===== src/rtl/lr35902_alu_seq_pkg.sv =====
// Shared types for the registered LR35902 ALU: opcodes, flag register layout, FSM states.
package lr35902_alu_pkg;

   typedef enum logic [3:0] {
      OP_ADD   = 4'h0,
      OP_ADC   = 4'h1,
      OP_SUB   = 4'h2,
      OP_SBC   = 4'h3,
      OP_AND   = 4'h4,
      OP_XOR   = 4'h5,
      OP_OR    = 4'h6,
      OP_CP    = 4'h7,
      OP_INC   = 4'h8,
      OP_DEC   = 4'h9,
      OP_SWAP  = 4'hA,
      OP_CPL   = 4'hB,
      OP_ADD16 = 4'hC,
      OP_LDF   = 4'hD,
      OP_SCF   = 4'hE,
      OP_CCF   = 4'hF
   } alu_op_t;

   typedef struct packed {
      logic z;
      logic n;
      logic h;
      logic c;
   } flags_t;

   typedef enum logic [1:0] {
      ST_IDLE    = 2'd0,
      ST_EXEC_HI = 2'd1,
      ST_HOLD    = 2'd2
   } state_t;

   localparam int F_Z_BIT = 3;
   localparam int F_N_BIT = 2;
   localparam int F_H_BIT = 1;
   localparam int F_C_BIT = 0;

endpackage


===== src/rtl/lr35902_alu_seq_if.sv =====
// Request/response handshake bundle between the CPU sequencer and the registered ALU.
interface lr35902_alu_seq_if #(
   parameter int DATA_W = 8
);
   logic                  in_valid;
   logic                  in_ready;
   logic [3:0]            in_op;
   logic [2*DATA_W-1:0]   in_oper_a;
   logic [2*DATA_W-1:0]   in_oper_b;
   logic                  out_valid;
   logic                  out_ready;
   logic [2*DATA_W-1:0]   out_result;
   logic                  out_flag_zero;
   logic                  out_flag_neg;
   logic                  out_flag_aux_carry;
   logic                  out_flag_carry;

   modport master (
      output in_valid, in_op, in_oper_a, in_oper_b, out_ready,
      input  in_ready, out_valid, out_result,
             out_flag_zero, out_flag_neg, out_flag_aux_carry, out_flag_carry
   );

   modport slave (
      input  in_valid, in_op, in_oper_a, in_oper_b, out_ready,
      output in_ready, out_valid, out_result,
             out_flag_zero, out_flag_neg, out_flag_aux_carry, out_flag_carry
   );
endinterface


===== src/rtl/lr35902_alu_seq_core.sv =====
// Combinational single-pass LR35902 datapath: one DATA_W-bit operation plus its flag update.
module lr35902_alu_core
   import lr35902_alu_pkg::*;
#(
   parameter int DATA_W = 8
) (
   input  alu_op_t            op,
   input  logic [DATA_W-1:0]  a,
   input  logic [DATA_W-1:0]  b,
   input  logic               carry_in,
   input  flags_t             f,
   output logic [DATA_W-1:0]  result,
   output flags_t             f_next
);
   localparam int HALF_W = DATA_W / 2;

   logic               use_cin;
   logic [DATA_W-1:0]  b_eff;
   logic [DATA_W:0]    cin_w;
   logic [HALF_W:0]    cin_h;
   logic [DATA_W:0]    sum;
   logic [DATA_W:0]    diff;
   logic [HALF_W:0]    hsum;
   logic [HALF_W:0]    hdiff;

   always_comb begin
      use_cin = (op == OP_ADC) || (op == OP_SBC);
      b_eff   = ((op == OP_INC) || (op == OP_DEC)) ? DATA_W'(1) : b;
      cin_w   = {{DATA_W{1'b0}}, use_cin & carry_in};
      cin_h   = {{HALF_W{1'b0}}, use_cin & carry_in};
      // The extra top bit of each sum/difference is the carry or borrow out
      sum     = {1'b0, a} + {1'b0, b_eff} + cin_w;
      diff    = {1'b0, a} - {1'b0, b_eff} - cin_w;
      hsum    = {1'b0, a[HALF_W-1:0]} + {1'b0, b_eff[HALF_W-1:0]} + cin_h;
      hdiff   = {1'b0, a[HALF_W-1:0]} - {1'b0, b_eff[HALF_W-1:0]} - cin_h;

      result = a;
      f_next = f;
      case (op)
         OP_ADD, OP_ADC, OP_ADD16, OP_INC: begin
            result   = sum[DATA_W-1:0];
            f_next.z = (sum[DATA_W-1:0] == '0);
            f_next.n = 1'b0;
            f_next.h = hsum[HALF_W];
            if (op != OP_INC) f_next.c = sum[DATA_W];
         end
         OP_SUB, OP_SBC, OP_CP, OP_DEC: begin
            result   = (op == OP_CP) ? a : diff[DATA_W-1:0];
            f_next.z = (diff[DATA_W-1:0] == '0);
            f_next.n = 1'b1;
            f_next.h = hdiff[HALF_W];
            if (op != OP_DEC) f_next.c = diff[DATA_W];
         end
         OP_AND: begin
            result = a & b;
            f_next = '{z: ((a & b) == '0), n: 1'b0, h: 1'b1, c: 1'b0};
         end
         OP_XOR: begin
            result = a ^ b;
            f_next = '{z: ((a ^ b) == '0), n: 1'b0, h: 1'b0, c: 1'b0};
         end
         OP_OR: begin
            result = a | b;
            f_next = '{z: ((a | b) == '0), n: 1'b0, h: 1'b0, c: 1'b0};
         end
         OP_SWAP: begin
            result = {a[HALF_W-1:0], a[DATA_W-1:HALF_W]};
            f_next = '{z: (a == '0), n: 1'b0, h: 1'b0, c: 1'b0};
         end
         OP_CPL: begin
            result   = ~a;
            f_next.n = 1'b1;
            f_next.h = 1'b1;
         end
         OP_LDF: begin
            f_next = flags_t'(a[DATA_W-1 -: 4]);
         end
         OP_SCF: begin
            f_next.n = 1'b0;
            f_next.h = 1'b0;
            f_next.c = 1'b1;
         end
         OP_CCF: begin
            f_next.n = 1'b0;
            f_next.h = 1'b0;
            f_next.c = ~f.c;
         end
         default: begin
            result = a;
            f_next = f;
         end
      endcase
   end
endmodule


===== src/rtl/lr35902_alu_seq.sv =====
// Registered, handshaked LR35902 ALU with internal F register and two-pass ADD16.
module lr35902_alu_seq
   import lr35902_alu_pkg::*;
#(
   parameter int DATA_W = 8
) (
   input  logic               clk,
   input  logic               rst_n,
   lr35902_alu_seq_if.slave   bus
);
   state_t              state_q;
   state_t              state_d;
   flags_t              f_q;
   logic [2*DATA_W-1:0] result_q;
   logic [DATA_W-1:0]   lo_p0;
   logic [DATA_W-1:0]   a_hi_p0;
   logic [DATA_W-1:0]   b_hi_p0;
   logic                carry_p0;

   logic                ready;
   logic                valid;
   logic                accept;
   alu_op_t             op_in;
   alu_op_t             core_op;
   logic [DATA_W-1:0]   core_a;
   logic [DATA_W-1:0]   core_b;
   logic                core_cin;
   logic [DATA_W-1:0]   core_result;
   flags_t              core_f;

   assign op_in  = alu_op_t'(bus.in_op);
   assign accept = bus.in_valid & ready;

   always_ff @(posedge clk or negedge rst_n) begin
      if (!rst_n) state_q <= ST_IDLE;
      else        state_q <= state_d;
   end

   always_comb begin
      state_d = state_q;
      case (state_q)
         ST_IDLE, ST_HOLD: begin
            if (accept)                             state_d = (op_in == OP_ADD16) ? ST_EXEC_HI : ST_HOLD;
            else if (state_q == ST_HOLD && bus.out_ready) state_d = ST_IDLE;
         end
         ST_EXEC_HI: state_d = ST_HOLD;
         default:    state_d = ST_IDLE;
      endcase
   end

   always_comb begin
      ready = (state_q == ST_IDLE) || ((state_q == ST_HOLD) && bus.out_ready);
      valid = (state_q == ST_HOLD);
   end

   // The single core is time-shared: low pass of ADD16 runs as plain ADD, high pass as ADC on the stash
   always_comb begin
      if (state_q == ST_EXEC_HI) begin
         core_op  = OP_ADC;
         core_a   = a_hi_p0;
         core_b   = b_hi_p0;
         core_cin = carry_p0;
      end else begin
         core_op  = (op_in == OP_ADD16) ? OP_ADD : op_in;
         core_a   = bus.in_oper_a[DATA_W-1:0];
         core_b   = bus.in_oper_b[DATA_W-1:0];
         core_cin = f_q.c;
      end
   end

   lr35902_alu_core #(.DATA_W(DATA_W)) u_core (
      .op       (core_op),
      .a        (core_a),
      .b        (core_b),
      .carry_in (core_cin),
      .f        (f_q),
      .result   (core_result),
      .f_next   (core_f)
   );

   always_ff @(posedge clk or negedge rst_n) begin
      if (!rst_n) begin
         result_q <= '0;
         f_q      <= '0;
      end else if (state_q == ST_EXEC_HI) begin
         result_q <= {core_result, lo_p0};
         f_q      <= '{z: f_q.z, n: 1'b0, h: core_f.h, c: core_f.c};
      end else if (accept && (op_in != OP_ADD16)) begin
         result_q <= {{DATA_W{1'b0}}, core_result};
         f_q      <= core_f;
      end
   end

   // ADD16 low-pass stash, consumed on the following EXEC_HI edge
   always_ff @(posedge clk) begin
      if (accept && (op_in == OP_ADD16)) begin
         lo_p0    <= core_result;
         carry_p0 <= core_f.c;
         a_hi_p0  <= bus.in_oper_a[2*DATA_W-1:DATA_W];
         b_hi_p0  <= bus.in_oper_b[2*DATA_W-1:DATA_W];
      end
   end

   assign bus.in_ready           = ready;
   assign bus.out_valid          = valid;
   assign bus.out_result         = result_q;
   assign bus.out_flag_zero      = f_q.z;
   assign bus.out_flag_neg       = f_q.n;
   assign bus.out_flag_aux_carry = f_q.h;
   assign bus.out_flag_carry     = f_q.c;
endmodule


===== src/flat_wrapper.sv =====
// flat-port wrapper written by rule: the top's interface ports become plain ports
module lr35902_alu_seq_flat import lr35902_alu_pkg::*;
#(
   parameter int DATA_W = 8
)
  (clk, rst_n, bus_in_valid, bus_in_op, bus_in_oper_a, bus_in_oper_b, bus_out_ready, bus_in_ready, bus_out_valid, bus_out_result, bus_out_flag_zero, bus_out_flag_neg, bus_out_flag_aux_carry, bus_out_flag_carry);
  lr35902_alu_seq_if #(.DATA_W(DATA_W)) bus_i ();
  input  logic clk;
  input  logic rst_n;
  input wire logic [$bits(bus_i.in_valid)-1:0] bus_in_valid;
  input wire logic [$bits(bus_i.in_op)-1:0] bus_in_op;
  input wire logic [$bits(bus_i.in_oper_a)-1:0] bus_in_oper_a;
  input wire logic [$bits(bus_i.in_oper_b)-1:0] bus_in_oper_b;
  input wire logic [$bits(bus_i.out_ready)-1:0] bus_out_ready;
  output wire logic [$bits(bus_i.in_ready)-1:0] bus_in_ready;
  output wire logic [$bits(bus_i.out_valid)-1:0] bus_out_valid;
  output wire logic [$bits(bus_i.out_result)-1:0] bus_out_result;
  output wire logic [$bits(bus_i.out_flag_zero)-1:0] bus_out_flag_zero;
  output wire logic [$bits(bus_i.out_flag_neg)-1:0] bus_out_flag_neg;
  output wire logic [$bits(bus_i.out_flag_aux_carry)-1:0] bus_out_flag_aux_carry;
  output wire logic [$bits(bus_i.out_flag_carry)-1:0] bus_out_flag_carry;
  assign bus_i.in_valid = bus_in_valid;
  assign bus_i.in_op = bus_in_op;
  assign bus_i.in_oper_a = bus_in_oper_a;
  assign bus_i.in_oper_b = bus_in_oper_b;
  assign bus_i.out_ready = bus_out_ready;
  assign bus_in_ready = bus_i.in_ready;
  assign bus_out_valid = bus_i.out_valid;
  assign bus_out_result = bus_i.out_result;
  assign bus_out_flag_zero = bus_i.out_flag_zero;
  assign bus_out_flag_neg = bus_i.out_flag_neg;
  assign bus_out_flag_aux_carry = bus_i.out_flag_aux_carry;
  assign bus_out_flag_carry = bus_i.out_flag_carry;
  lr35902_alu_seq #(.DATA_W(DATA_W)) u_core (.clk(clk), .rst_n(rst_n), .bus(bus_i));
endmodule

===== config.mk =====
export PLATFORM = sky130hd
export DESIGN_NAME = lr35902_alu_seq_flat
export DESIGN_NICKNAME = d
export VERILOG_FILES = /design/src/rtl/lr35902_alu_seq_pkg.sv /design/src/rtl/lr35902_alu_seq_if.sv /design/src/rtl/lr35902_alu_seq_core.sv /design/src/rtl/lr35902_alu_seq.sv /design/src/flat_wrapper.sv
export SDC_FILE = /design/constraint.sdc
export NUM_CORES = 1
export LEC_CHECK = 0
export ABC_AREA = 1
export BUFFER_PORTS_ARGS = -buffer_cell sky130_fd_sc_hd__buf_2
export CAP_MARGIN = 5
export CELL_PAD_IN_SITES_DETAIL_PLACEMENT = 0
export CELL_PAD_IN_SITES_GLOBAL_PLACEMENT = 1
export CORE_MARGIN = 5
export CORE_UTILIZATION = 42
export DETAILED_ROUTE_END_ITERATION = 8
export PLACE_DENSITY_LB_ADDON = 0.1
export SLEW_MARGIN = 25
export SYNTH_ARGS = -nofsm -noshare
export SYNTH_HDL_FRONTEND = slang
export SYNTH_SLANG_ARGS = --single-unit

===== constraint.sdc =====
create_clock -name clk -period 4.8 [get_ports clk]
set_clock_uncertainty 0.2 [all_clocks]
set_input_delay 0 -clock clk [delete_from_list [all_inputs] [get_ports clk]]
set_output_delay 0 -clock clk [all_outputs]
set_load 0.1 [all_outputs]

# Word-level counts from Yosys, hierarchy flattened
# Index checks and enable logic that the tools add are counted.
[classes] add_sub_neg=8 eq_ne=22 muxes=21 bitwise_logic=8 n_reduce_logical=22
[op_table] cell="8-bit case mux with 7 select lines" n=1
[op_table] cell="8-bit zero test" n=6
[op_table] cell="4-bit equality test (second input constant)" n=9
[op_table] cell="16-bit 2-to-1 mux" n=2
[op_table] cell="8-bit 2-to-1 mux" n=4
[op_table] cell="4-bit by 3-bit equality test with 1-bit output (second input constant)" n=4
[op_table] cell="4-bit inequality test (second input constant)" n=3
[op_table] cell="2-bit case mux with 6 select lines" n=1
[op_table] cell="4-bit OR reduction" n=3
[op_table] cell="8-bit by 8-bit adder with 9-bit output" n=1
[op_table] cell="9-bit by 1-bit adder with 9-bit output" n=1
[op_table] cell="8-bit by 8-bit subtractor with 9-bit output" n=1
[op_table] cell="9-bit by 1-bit subtractor with 9-bit output" n=1
[op_table] cell="8-bit AND" n=1
[op_table] cell="4-bit by 2-bit equality test with 1-bit output (second input constant)" n=2
[op_table] cell="4-bit 2-to-1 mux" n=2
[op_table] cell="8-bit inverter" n=1
[op_table] cell="8-bit bitwise OR" n=1
[op_table] cell="8-bit XOR" n=1
[op_table] cell="1-bit case mux with 7 select lines" n=1
[op_table] cell="7-bit nonzero test" n=1
[op_table] cell="2-bit 2-to-1 mux" n=3
[op_table] cell="3-bit 2-to-1 mux" n=2
[op_table] cell="1-bit case mux with 6 select lines" n=1
[op_table] cell="other kinds (20)" n=28
[word_totals] reg_bits=47 input_bits=40 output_inout_bits=22

# Longest topological paths before layout
# Gate-level depths: netlist of the first run.
[depth] depth_word=12 mapped_depth=23

# Cells and area by module
# From an unflattened synthesis of the first run, not the netlist that was laid out.
[unflattened] cells_unflattened=596 area_unflattened_um2=4184.0
[by_module_without_submodules] mod="lr35902_alu_core" n_inst=1 cells_per_inst=378 area_per_inst_um2=2138.3 seq_area_each_um2=0.0
[by_module_without_submodules] mod="lr35902_alu_seq" n_inst=1 cells_per_inst=218 area_per_inst_um2=2045.7 seq_area_each_um2=1301.2

# Worst setup path after synthesis of the first run
# OpenSTA, ideal clock, no wires.
[synth_timing] path_kind="register to register" startpoint="register u_core.state_q[1]" endpoint="register u_core.a_hi_p0[0], enable pin" t_arrival_ns=3.396 required_time_ns=4.193 slack_ns=0.797 stages_incl_launch_ff=6 period_less_slack_ns=4.003 path_cell_list="dfrtp_1 -> inv_2 -> nor2_1 -> nor2_1 -> nand2_1 -> nor2_1"
[synth_via] elab_chain_len=5
[synth_lines] element="from (decl)" line="lr35902_alu_seq.sv:11" rtl="state_t state_q;"
[synth_lines] element="from (signal assigned)" line="lr35902_alu_seq.sv:36" rtl="else state_q <= state_d;"
[synth_lines] element="2-bit equality test" line="lr35902_alu_seq.sv:52" rtl="ready = (state_q == ST_IDLE) || ((state_q == ST_HOLD) && bus.out_ready);"
[synth_lines] element="1-bit logical AND" line="lr35902_alu_seq.sv:52"
[synth_lines] element="1-bit logical OR (*)" line="lr35902_alu_seq.sv:52"
[synth_lines] element="net bus_in_ready" line="flat_wrapper.sv:15" rtl="output wire logic [$bits(bus_i.in_ready)-1:0] bus_in_ready;"
[synth_lines] element="1-bit AND (*)" line="lr35902_alu_seq.sv:32" rtl="assign accept = bus.in_valid & ready;"
[synth_lines] element="1-bit logical AND (*)" line="lr35902_alu_seq.sv:96" rtl="if (accept && (op_in == OP_ADD16)) begin"
[synth_lines] element="to (signal assigned)" line="lr35902_alu_seq.sv:99" rtl="a_hi_p0 <= bus.in_oper_a[2*DATA_W-1:DATA_W];"
[synth_lines] element="to (decl)" line="lr35902_alu_seq.sv:16" rtl="logic [DATA_W-1:0] a_hi_p0;"
# The timed path passes the listed nets; every way through them passes the cells marked *.
# A chain may end at the register's enable or synchronous reset.

# Worst setup path after layout of the first run
[layout_timing] startpoint="register u_core.state_q[0]" endpoint="register u_core.lo_p0[7], data pin"
[layout_via] elab_chain_len=9
[layout_lines] element="2-bit by 1-bit equality test with 1-bit output (*)" line="lr35902_alu_seq.sv:58" rtl="if (state_q == ST_EXEC_HI) begin"
[layout_lines] element="4-bit 2-to-1 mux" line="lr35902_alu_seq.sv:58"
[layout_lines] element="4-bit equality test" line="lr35902_alu_seq_core.sv:28, lr35902_alu_seq_core.sv:39"
[layout_lines] element="1-bit logical OR" line="lr35902_alu_seq_core.sv:28" rtl="b_eff = ((op == OP_INC) || (op == OP_DEC)) ? DATA_W'(1) : b;"
[layout_lines] element="8-bit 2-to-1 mux" line="lr35902_alu_seq_core.sv:28"
[layout_lines] element="8-bit by 8-bit subtractor with 9-bit output" line="lr35902_alu_seq_core.sv:33" rtl="diff = {1'b0, a} - {1'b0, b_eff} - cin_w;"
[layout_lines] element="9-bit by 1-bit subtractor with 9-bit output" line="lr35902_alu_seq_core.sv:33"
[layout_lines] element="8-bit 2-to-1 mux" line="lr35902_alu_seq_core.sv:48" rtl="result = (op == OP_CP) ? a : diff[DATA_W-1:0];"
[layout_lines] element="8-bit case mux with 7 select lines (*)" line="lr35902_alu_seq_core.sv:39" rtl="case (op)"
[layout_lines] element="net u_core.core_result[7]" line="lr35902_alu_seq.sv:28" rtl="logic [DATA_W-1:0] core_result;"
[layout_lines] element="to (signal assigned)" line="lr35902_alu_seq.sv:97" rtl="lo_p0 <= core_result;"
[layout_lines] element="to (decl)" line="lr35902_alu_seq.sv:15" rtl="logic [DATA_W-1:0] lo_p0;"
# Marks and branches as above.

==> results.json, run 1 <==
{
  "grt_pass1_wl_mm": 21.21,
  "cts_sinks": 47,
  "instances_no_fill": 814,
  "antenna_cells": 0,
  "place_congestion": 0.9385,
  "io_pins": 62,
  "core_area_um2": 9684,
  "drc_errors": 0,
  "setup_viol": 0,
  "synth_area_leaders": "edfxtp_1, nand2_1, dfrtp_1, ha_1, inv_1",
  "synth_cells": 595,
  "synth_commonest_cells": "nand2_1, inv_1, nand3_1, nor2_1, ha_1",
  "fin_crit_sh": 0.7868,
  "grt.overflow.total": 0,
  "crit_fanout": 28,
  "syn_area_um2": 4116,
  "routedWlPerCell_um": 16.30,
  "path_class": "flop to flop",
  "post-place-ws_ps": 1051,
  "synth.most_common_cell": "nand2_1",
  "hold_viol": 21,
  "required_ps": 4680,
  "rsz0062_at_grt": "false",
  "area_growth_pct": 18.94,
  "synth-edff-count": 25,
  "fmax_ghz": 0.2648,
  "p_leak_nw": 2.612,
  "vias": 4202,
  "fin_nets": 759,
  "hold_path.class": "input port to async pin",
  "numCtsBuffers": 5,
  "cp_slowest_cell": "dfrtp_1",
  "dieHeight_um": 109,
  "syn-num-nets": 674,
  "yosys.area.top_type_share": 0.1824,
  "grt_max_degree": 29,
  "finalPower_mw": 1.435,
  "fillers": 1013,
  "rows": 36,
  "max-slew-margin-rel": 0.5891,
  "postRouteAntennaNets": 0,
  "hold_buffers": 20,
  "cts.repair.resized": 0,
  "violations": "hold timing",
  "cp_cell_sequence": "nand2_4 > nand3_2 > inv_2 > nand2_1 > nand2_1 > inv_1 > ha_1 > inv_1 > ha_1 > inv_1 > o21bai_1 > a21boi_0 > nand3b_1 > nand3_1 > nand3_1 > nand2_1 > inv_1",
  "h-tree-depth": 2,
  "ys_seq_elements": 47,
  "yosys_warnings": 0,
  "path_clk_slew_ps": 100,
  "ys_seq_area_frac": 0.3161,
  "initial_utilization": 0.4251,
  "synth_flop_cell": "edfxtp_1",
  "drive_above_1_share": 0.1630,
  "clock_path_buffers": 2,
  "antenna_found_initial": 0,
  "dp_cells": 786,
  "grtUsageTotal": 0.2326,
  "root_buffer": "clkbuf_8",
  "die_w_um": 109,
  "cts_tree": "built",
  "start_kind": "flop",
  "arrival_ps": 3650,
  "die_area_um2": 11880,
  "hpwl_mm": 10.70,
  "powerDensity_nw_per_um2": 293.1,
  "grt_pass1_vias": 4059,
  "synth_area_leader_cell": "edfxtp_1",
  "synth_cell_types": 42,
  "clk_latency_ps": 300,
  "timing.hold.ws_ps": -2.972,
  "worstMarginPinSlew_ps": 615.7,
  "finalCriticalPeriod_ps": 3777,
  "cts_setup_buffers": 0,
  "peakVddDrop_mv": 0.1750,
  "drv_cap": 0,
  "drt_pass1_iterations": 7,
  "setup_tns_ps": 0,
  "crit_path_end_kind": "flop",
  "critPathMaxStageDelay_ps": 510,
  "port_buffers": 61,
  "viasPerCell": 5.162,
  "fin_ws_ps": 1023,
  "cpMostUsedCell": "inv_1",
  "drt_iter0_markers": 335,
  "drv_slew": 0,
  "status": "finished, violations left",
  "syn_avg_cell_area_um2": 6.918,
  "synthArstFlopShare": 0.4681,
  "wirelength_mm": 13.27
}
-- layout by cell type (no fill, tap or decap), types with 12 or more instances in the layout --
| cell | count |
|---|---|
| buf_2 | 61 |
| dfrtp_1 | 22 |
| dlygate4sd3_1 | 20 |
| edfxtp_1 | 25 |
| ha_1 | 35 |
| inv_1 | 81 |
| inv_2 | 12 |
| nand2_1 | 199 |
| nand3_1 | 51 |
| nand4_1 | 20 |
| nor2_1 | 50 |
| o21ai_0 | 13 |
-- stage by stage --
step           area (um^2)  utilization
6_report              4896       0.5056
5_1_grt               4896       0.5056
4_1_cts               4896       0.5056
3_5_place_dp          4583       0.4733
3_3_place_gp          4583       0.4733
2_1_floorplan         4116            -
-- power by group --
group	leakage [nW]	switching (mW)	internal, mW
Combinational	2.04	0.494	0.166
Sequential	0.512	0.0171	0.458
Clock	0.0581	0.144	0.155
-- cell families (layout without fill, tap and decap cells) --
group	count (synthesis)	in the layout	share of synthesized area
buffers and inverters	101	187	0.09483
xor gates and xnor gates	4	4	0.008510
and+or+nand+nor	360	360	0.3888
adders and majority gates	39	39	0.1258
DFF	47	47	0.3161
AOI/OAI and AO/OA	44	44	0.06596
-- layout make-up --
type | count | area [um^2] | area share
multi-input cells | 447 | 2427 | 0.4958
flip-flops and latches | 47 | 1301 | 0.2658
repair buffers | 85 | 535.5 | 0.1094
inverters | 94 | 352.8 | 0.07207
well taps | 133 | 166.4 | 0.03399
clock buffers | 5 | 68.82 | 0.01406
clock inverters | 3 | 43.79 | 0.008945
-- routing by layer --
layer	vias to the layer above	wire length (um)	GRT usage
met5	-	0	0
met4	0	349	0.06402
met3	23	688	0.02368
met2	144	6249	0.3846
met1	1948	5982	0.3233
li1	2087	-	-
-- registers in the layout, indices dropped and copies added, names as in the netlist --
name	flops
u_core.a_hi_p0	8
u_core.b_hi_p0	8
u_core.bus.out_flag_aux_carry	1
u_core.bus.out_flag_carry	1
u_core.bus.out_flag_neg	1
u_core.bus.out_flag_zero	1
u_core.bus.out_result	16
u_core.carry_p0	1
u_core.lo_p0	8
u_core.state_q	2
-- path summary, 6_finish.rpt --
kind / end / startpoint / slack [ps] / cells after the start
max: u_core.lo_p0[7] / u_core.state_q[0] / 1020 / 17
max reg2reg: u_core.lo_p0[7] / u_core.state_q[0] / 1020 / 17
min in group clk: u_core.bus.out_flag_zero / bus_in_op[0] / 90 / 6
min: u_core.bus.out_result[2] / rst_n / -3 / 2
max in group asynchronous: u_core.bus.out_result[15] / rst_n / 4060 / 2
min reg2reg: u_core.bus.out_result[3] / u_core.lo_p0[3] / 270 / 2
-- critical path: cells and delay by family, from the launching register on --
family / cells / cell delay (ps)
flops: 1 / 510
buf+inv: 5 / 430
compound gates: 2 / 360
fa+ha+maj: 2 / 730
simple gates: 8 / 1310
No activity file was read; power rests on OpenSTA's default activity.
==> run 2, diff against run 1 <==
clock period = 3.7 ns   (was 4.8 ns; I/O delays follow)
==> results.json, run 2 (synthesis results as in run 1) <==
{
  "cts_tree": "built",
  "reg2regPathDepth": 17,
  "dpl_cell_area_um2": 4698,
  "cp_slowest_cell": "dfrtp_2",
  "postRouteAntennaNets": 0,
  "start_kind": "flop",
  "fin_nets": 778,
  "clock_path_buffers": 2,
  "die_area_um2": 11880,
  "hpwl_mm": 11.22,
  "port_buffers": 61,
  "drc_errors": 0,
  "drv_slew": 0,
  "status": "finished, final reports clean",
  "stdcell_area_um2": 5045,
  "antenna_cells": 0,
  "final_cell_mix": "nand2_1, inv_1, buf_2",
  "io_pins": 62,
  "holdPathStages": 6,
  "arrival_ps": 3390,
  "fmax_ghz": 0.2842,
  "wl_met3_um": 776,
  "drv_cap": 0,
  "critical_path.startpoint": "u_core.state_q[0]",
  "path_class": "flop to flop",
  "powerDensity_nw_per_um2": 360.4,
  "grt_pass1_wl_mm": 21.90,
  "grt.overflow.total": 0,
  "final_common_cell": "nand2_1",
  "antenna_found_initial": 0,
  "highest_layer": "met4",
  "max-slew-margin-rel": 0.6703,
  "p_leak_nw": 2.688,
  "die_w_um": 109,
  "routedWlPerCell_um": 16.40,
  "viasPerCell": 5.040,
  "required_ps": 3570,
  "largest_reg_flops": 16,
  "crit_path_end_kind": "flop",
  "finalCriticalPeriod_ps": 3518,
  "r2r_end": "u_core.lo_p0[5]",
  "wirelength_mm": 13.67,
  "numCtsBuffers": 5,
  "hold_path.class": "input port to flop",
  "crit_fanout": 10,
  "grtUsageTotal": 0.2409,
  "hold_viol": 0,
  "core_area_um2": 9684,
  "fin_ws_ps": 181.9,
  "setup_viol": 0,
  "clk_latency_ps": 310,
  "critPathMaxStageDelay_ps": 470,
  "cp_cell_sequence": "inv_2 > nor2_4 > or2_2 > o21ai_0 > inv_1 > nand2_1 > inv_1 > ha_1 > inv_1 > ha_1 > nand2_1 > nor2_1 > nor2_1 > nand3b_1 > nand3_1 > nand4_1 > and2_1",
  "rows": 36,
  "rsz0062_at_grt": "true",
  "place_congestion": 0.9689,
  "drt_pass1_iterations": 5,
  "peakVddDrop_mv": 0.1931,
  "dieHeight_um": 109,
  "root_buffer": "clkbuf_8",
  "cpMostUsedCell": "inv_1",
  "rr_startpoint": "u_core.state_q[0]",
  "worstMarginPinSlew_ps": 494.0,
  "reg2reg_setup_slack_ps": 180,
  "cts_sinks": 47,
  "met2WireLength_mm": 6.458,
  "grt_pass1_vias": 4146,
  "grt_max_degree": 26,
  "critPathCapture": "u_core.lo_p0[5]",
  "path_clk_slew_ps": 90,
  "h-tree-depth": 2,
  "vias": 4198,
  "post-place-ws_ps": 65.95,
  "initial_utilization": 0.4251,
  "area_growth_pct": 22.55,
  "fin_crit_sh": 0.9508,
  "wl_met1_mm": 6.103,
  "drive_above_1_share": 0.1943,
  "drt_iter0_markers": 401
}
==> run 2: changes by cell type in the layout (fill, tap and decap cells not counted), sizes merged <==
| cell | delta |
|---|---|
| buf | +17 |
| clkinvlp | +1 |
| inv | +1 |
| bufinv | -1 |
| dlygate4sd3 | +2 |
| clkinv | -1 |
==> run 2: worst max-delay path, delay by kind of cell, from the launching register on <==
| family | cells | cell delay (ps) |
|---|---|---|
| AOI/OAI and AO/OA | 1 | 120 |
| adders and majority gates | 2 | 730 |
| buffers and inverters | 4 | 350 |
| DFF | 1 | 470 |
| and+or+nand+nor | 10 | 1400 |
==> run 2: power by group <==
part | total, mW | internal, mW | switching [mW] | leakage, nW
clock | 0.313 | 0.132 | 0.181 | 0.0445
sequential | 0.619 | 0.595 | 0.0241 | 0.511
combinational | 0.886 | 0.237 | 0.650 | 2.13
total | 1.82 | 0.964 | 0.854 | 2.69
==> run 2: worst min path at each step <==
stage                  from                            end  slack [ps]
3_5_place_dp          rst_n       u_core.bus.out_result[4]        -190
3_3_place_gp          rst_n       u_core.bus.out_result[4]        -200
6_report       bus_in_op[3]       u_core.bus.out_result[0]         100
2_1_floorplan         rst_n  u_core.bus.out_flag_aux_carry        -500
4_1_cts        bus_in_op[3]       u_core.bus.out_result[0]         100
5_1_grt        bus_in_op[2]       u_core.bus.out_result[0]         150
==> run 2: metal layers <==
metal	up-vias	track usage
li1	2120	-
met1	1917	0.3267
met2	139	0.3987
met3	22	0.03612
met4	0	0.06763
met5	-	0
==> run 2: layout make-up <==
type,count,area (um^2)
clock buffers,5,68.82
repair buffers,104,683.2
multi-input cells,447,2450
clock inverters,3,18.77
flip-flops and latches,47,1303
well taps,133,166.4
fillers,982,4639
inverters,94,355.3
==> run 2: timing repair <==
item | in CTS | in global routing
resized for setup | 0 | 9
buffers inserted | 0 | 2
hold buffers | 22 | 0
setup endpoints to repair | 0 | 13
hold endpoints to repair | 41 | 0
==> run 2: per-stage QoR <==
stage | TNS, ps | power, mW | cells | util | hold slack, ps
6_report | 0 | 1.818 | 833 | 0.5209 | 103.2
5_1_grt | -10.53 | 1.938 | 833 | 0.5209 | 150.0
4_1_cts | 0 | 1.824 | 831 | 0.5169 | 101.5
3_5_place_dp | 0 | 1.488 | 801 | 0.4851 | -193.0
3_3_place_gp | 0 | 1.490 | 801 | 0.4851 | -204.8
2_1_floorplan | 0 | 1.258 | 595 | - | -495.6
==> run 3, diff against run 2 <==
ABC_AREA = not set   (was 1)
CORE_UTILIZATION = 44   (was 42)
==> results.json, run 3 <==
{
  "fmax_ghz": 0.2650,
  "setup_viol": 2,
  "synth_cell_types": 66,
  "dp_cells": 647,
  "synth_compound_area_frac": 0.2085,
  "area_growth_pct": 39.45,
  "crit_path_end_kind": "flop",
  "rsz0062_at_grt": "true",
  "initial_utilization": 0.4546,
  "final_common_cell": "buf_4",
  "synth_top_family_by_area": "compound AO/OA/AOI/OAI gates",
  "stdcell_area_um2": 5555,
  "dpl_cell_area_um2": 4996,
  "grt.overflow.total": 0,
  "die_w_um": 105.2,
  "grt_pass1_vias": 4080,
  "dieHeight_um": 105.2,
  "wirelength_mm": 14.21,
  "synth_area_leader_cell": "edfxtp_1",
  "drv_slew": 0,
  "h-tree-depth": 2,
  "ys_seq_area_frac": 0.3266,
  "path_clk_slew_ps": 100,
  "powerDensity_nw_per_um2": 378.0,
  "yosys_warnings": 0,
  "antenna_cells": 0,
  "syn_avg_cell_area_um2": 9.265,
  "drive_above_1_share": 0.3512,
  "yosys.area_share.xor_xnor": 0.02418,
  "finalCriticalPeriod_ps": 3774,
  "synth_fa_ha_area_frac": 0.1300,
  "io_pins": 62,
  "routedWlPerCell_um": 20.71,
  "grtUsageTotal": 0.2518,
  "max-slew-margin-rel": 0.3954,
  "viasPerCell": 5.910,
  "clock_path_buffers": 2,
  "root_buffer": "clkbuf_8",
  "syn_area_um2": 3984,
  "synth_flop_cell": "edfxtp_1",
  "synth.most_common_cell": "nor2_1",
  "synth_area_leaders": "edfxtp_1, dfrtp_1, ha_1, mux2i_1, nor2_1",
  "worstMarginPinSlew_ps": 905.3,
  "syn-num-nets": 509,
  "required_ps": 3740,
  "hpwl_mm": 11.10,
  "peakVddDrop_mv": 0.2051,
  "fin_ws_ps": -73.90,
  "postRouteAntennaNets": 0,
  "numCtsBuffers": 5,
  "cts_sinks": 47,
  "die_area_um2": 11060,
  "fin_crit_sh": 1.020,
  "critical_path.startpoint": "u_core.state_q[1]",
  "hold_path.class": "input port to async pin",
  "rr_startpoint": "u_core.state_q[1]",
  "cts_tree": "built",
  "yosys.area_share.simple": 0.1844,
  "fin_util": 0.6339,
  "vias": 4054,
  "instances_no_fill": 686,
  "drc_errors": 0,
  "drt_iter0_markers": 309,
  "core_area_um2": 8763,
  "fin_nets": 656,
  "finalPower_mw": 2.100,
  "final_cell_mix": "buf_4, buf_2, nor2_1",
  "rows": 34,
  "port_buffers": 61,
  "largest_reg_flops": 16,
  "synth_commonest_cells": "nor2_1, inv_1, ha_1",
  "drt_pass1_iterations": 5,
  "timing.hold.ws_ps": -0.7845,
  "grt_max_degree": 26,
  "yosys.area.top_type_share": 0.1884,
  "setup_tns_ps": -76.67,
  "start_kind": "flop",
  "p_leak_nw": 2.528,
  "synth_cells": 430,
  "hold_viol": 1,
  "grt_pass1_wl_mm": 22.04,
  "synthMuxAreaShare": 0.06721,
  "synthArstFlopShare": 0.4681,
  "antenna_found_initial": 0,
  "status": "finished, violations left",
  "synth-edff-count": 25,
  "place_congestion": 0.9574,
  "clk_latency_ps": 310,
  "crit_fanout": 4,
  "path_class": "flop to flop",
  "violations": "hold timing, setup timing",
  "arrival_ps": 3810,
  "ys_seq_elements": 47,
  "drv_cap": 0
}
run 3: changes by cell type in the layout (fill, tap and decap cells not counted), sizes merged, moves of 8 or more:
cell	previous run	this run
nand2b	0	9
nand2	205	21
inv	94	38
mux2i	0	23
nor2b	0	8
nor2	58	38
nand4	20	11
buf	82	142
nand3	55	6
run 3: metal layers:
metal  track usage  vias up  routed length (um)  part of all wire
li1              -     1897                   -                 -
met1        0.3351     1925                5870              0.41
met2        0.4191      193                6789              0.48
met3       0.03699       39                1075             0.076
met4       0.08037        0                 474             0.033
met5       0.01786        -                   0                 0
run 3: final timing paths:
path / depth (start not counted) / to / slack, ps
worst max-delay path: 14 / u_core.bus.out_flag_zero / -70
worst min-delay path: 2 / u_core.bus.out_result[14] / -0.8
worst max register to register: 14 / u_core.bus.out_flag_zero / -70
worst min register to register: 2 / u_core.bus.out_result[14] / 270
max in group asynchronous: 2 / u_core.state_q[0] / 2890
min in group clk: 6 / u_core.bus.out_flag_zero / 90
run 3: repair_timing:
| item | CTS | global route |
|---|---|---|
| endpoints found under the hold margin | 39 | 0 |
| pin swaps | 3 | 13 |
| endpoints found under the setup margin | 8 | 12 |
| gates resized for setup | 8 | 24 |
| buffers inserted | 5 | 8 |
| hold buffers | 18 | 0 |
run 3: through the flow:
step / hold WS, ps / setup slack [ps]
floorplan: -495.6 / -95.06
global placement: -189.3 / -161.5
detailed placement: -184.9 / -177.3
CTS: 18.90 / -44.05
global route: 55.43 / -185.0
finish: -0.7845 / -73.90
run 3: report_power, final:
group / switching, mW / internal, mW
Sequential: 0.0253 / 0.596
Combinational: 0.683 / 0.386
Clock: 0.188 / 0.223
run 3: area by class of cell:
type                       count  area [um^2]
fill                         794         3208
clock buffer                   6        82.58
tap                          108        135.1
inverter                      38        142.6
timing repair buffer         160         1109
multi-input combinational    325         2744
sequential                    47         1304
clock inverter                 2        38.79
run 3: logic make-up (layout without fill, tap and decap cells):
kind of cell,count (synthesis),in the layout
and+or+nand+nor,139,139
buffers and inverters,58,206
DFF,47,47
xor gates and xnor gates,11,11
muxes,26,26
AOI/OAI and AO/OA,110,110
adders and majority gates,39,39
run 3: critical path: stages (launching register included):
cell and delay (ps):
dfrtp_1 410, and2b_4 310, mux2i_2 290, inv_2 90
nor2_4 110, inv_2 50, fa_2 370, inv_2 70
fa_2 280, xnor2_2 120, nand2_1 100, a311o_1 290
or4_1 420, or4b_4 530, o211ai_2 80
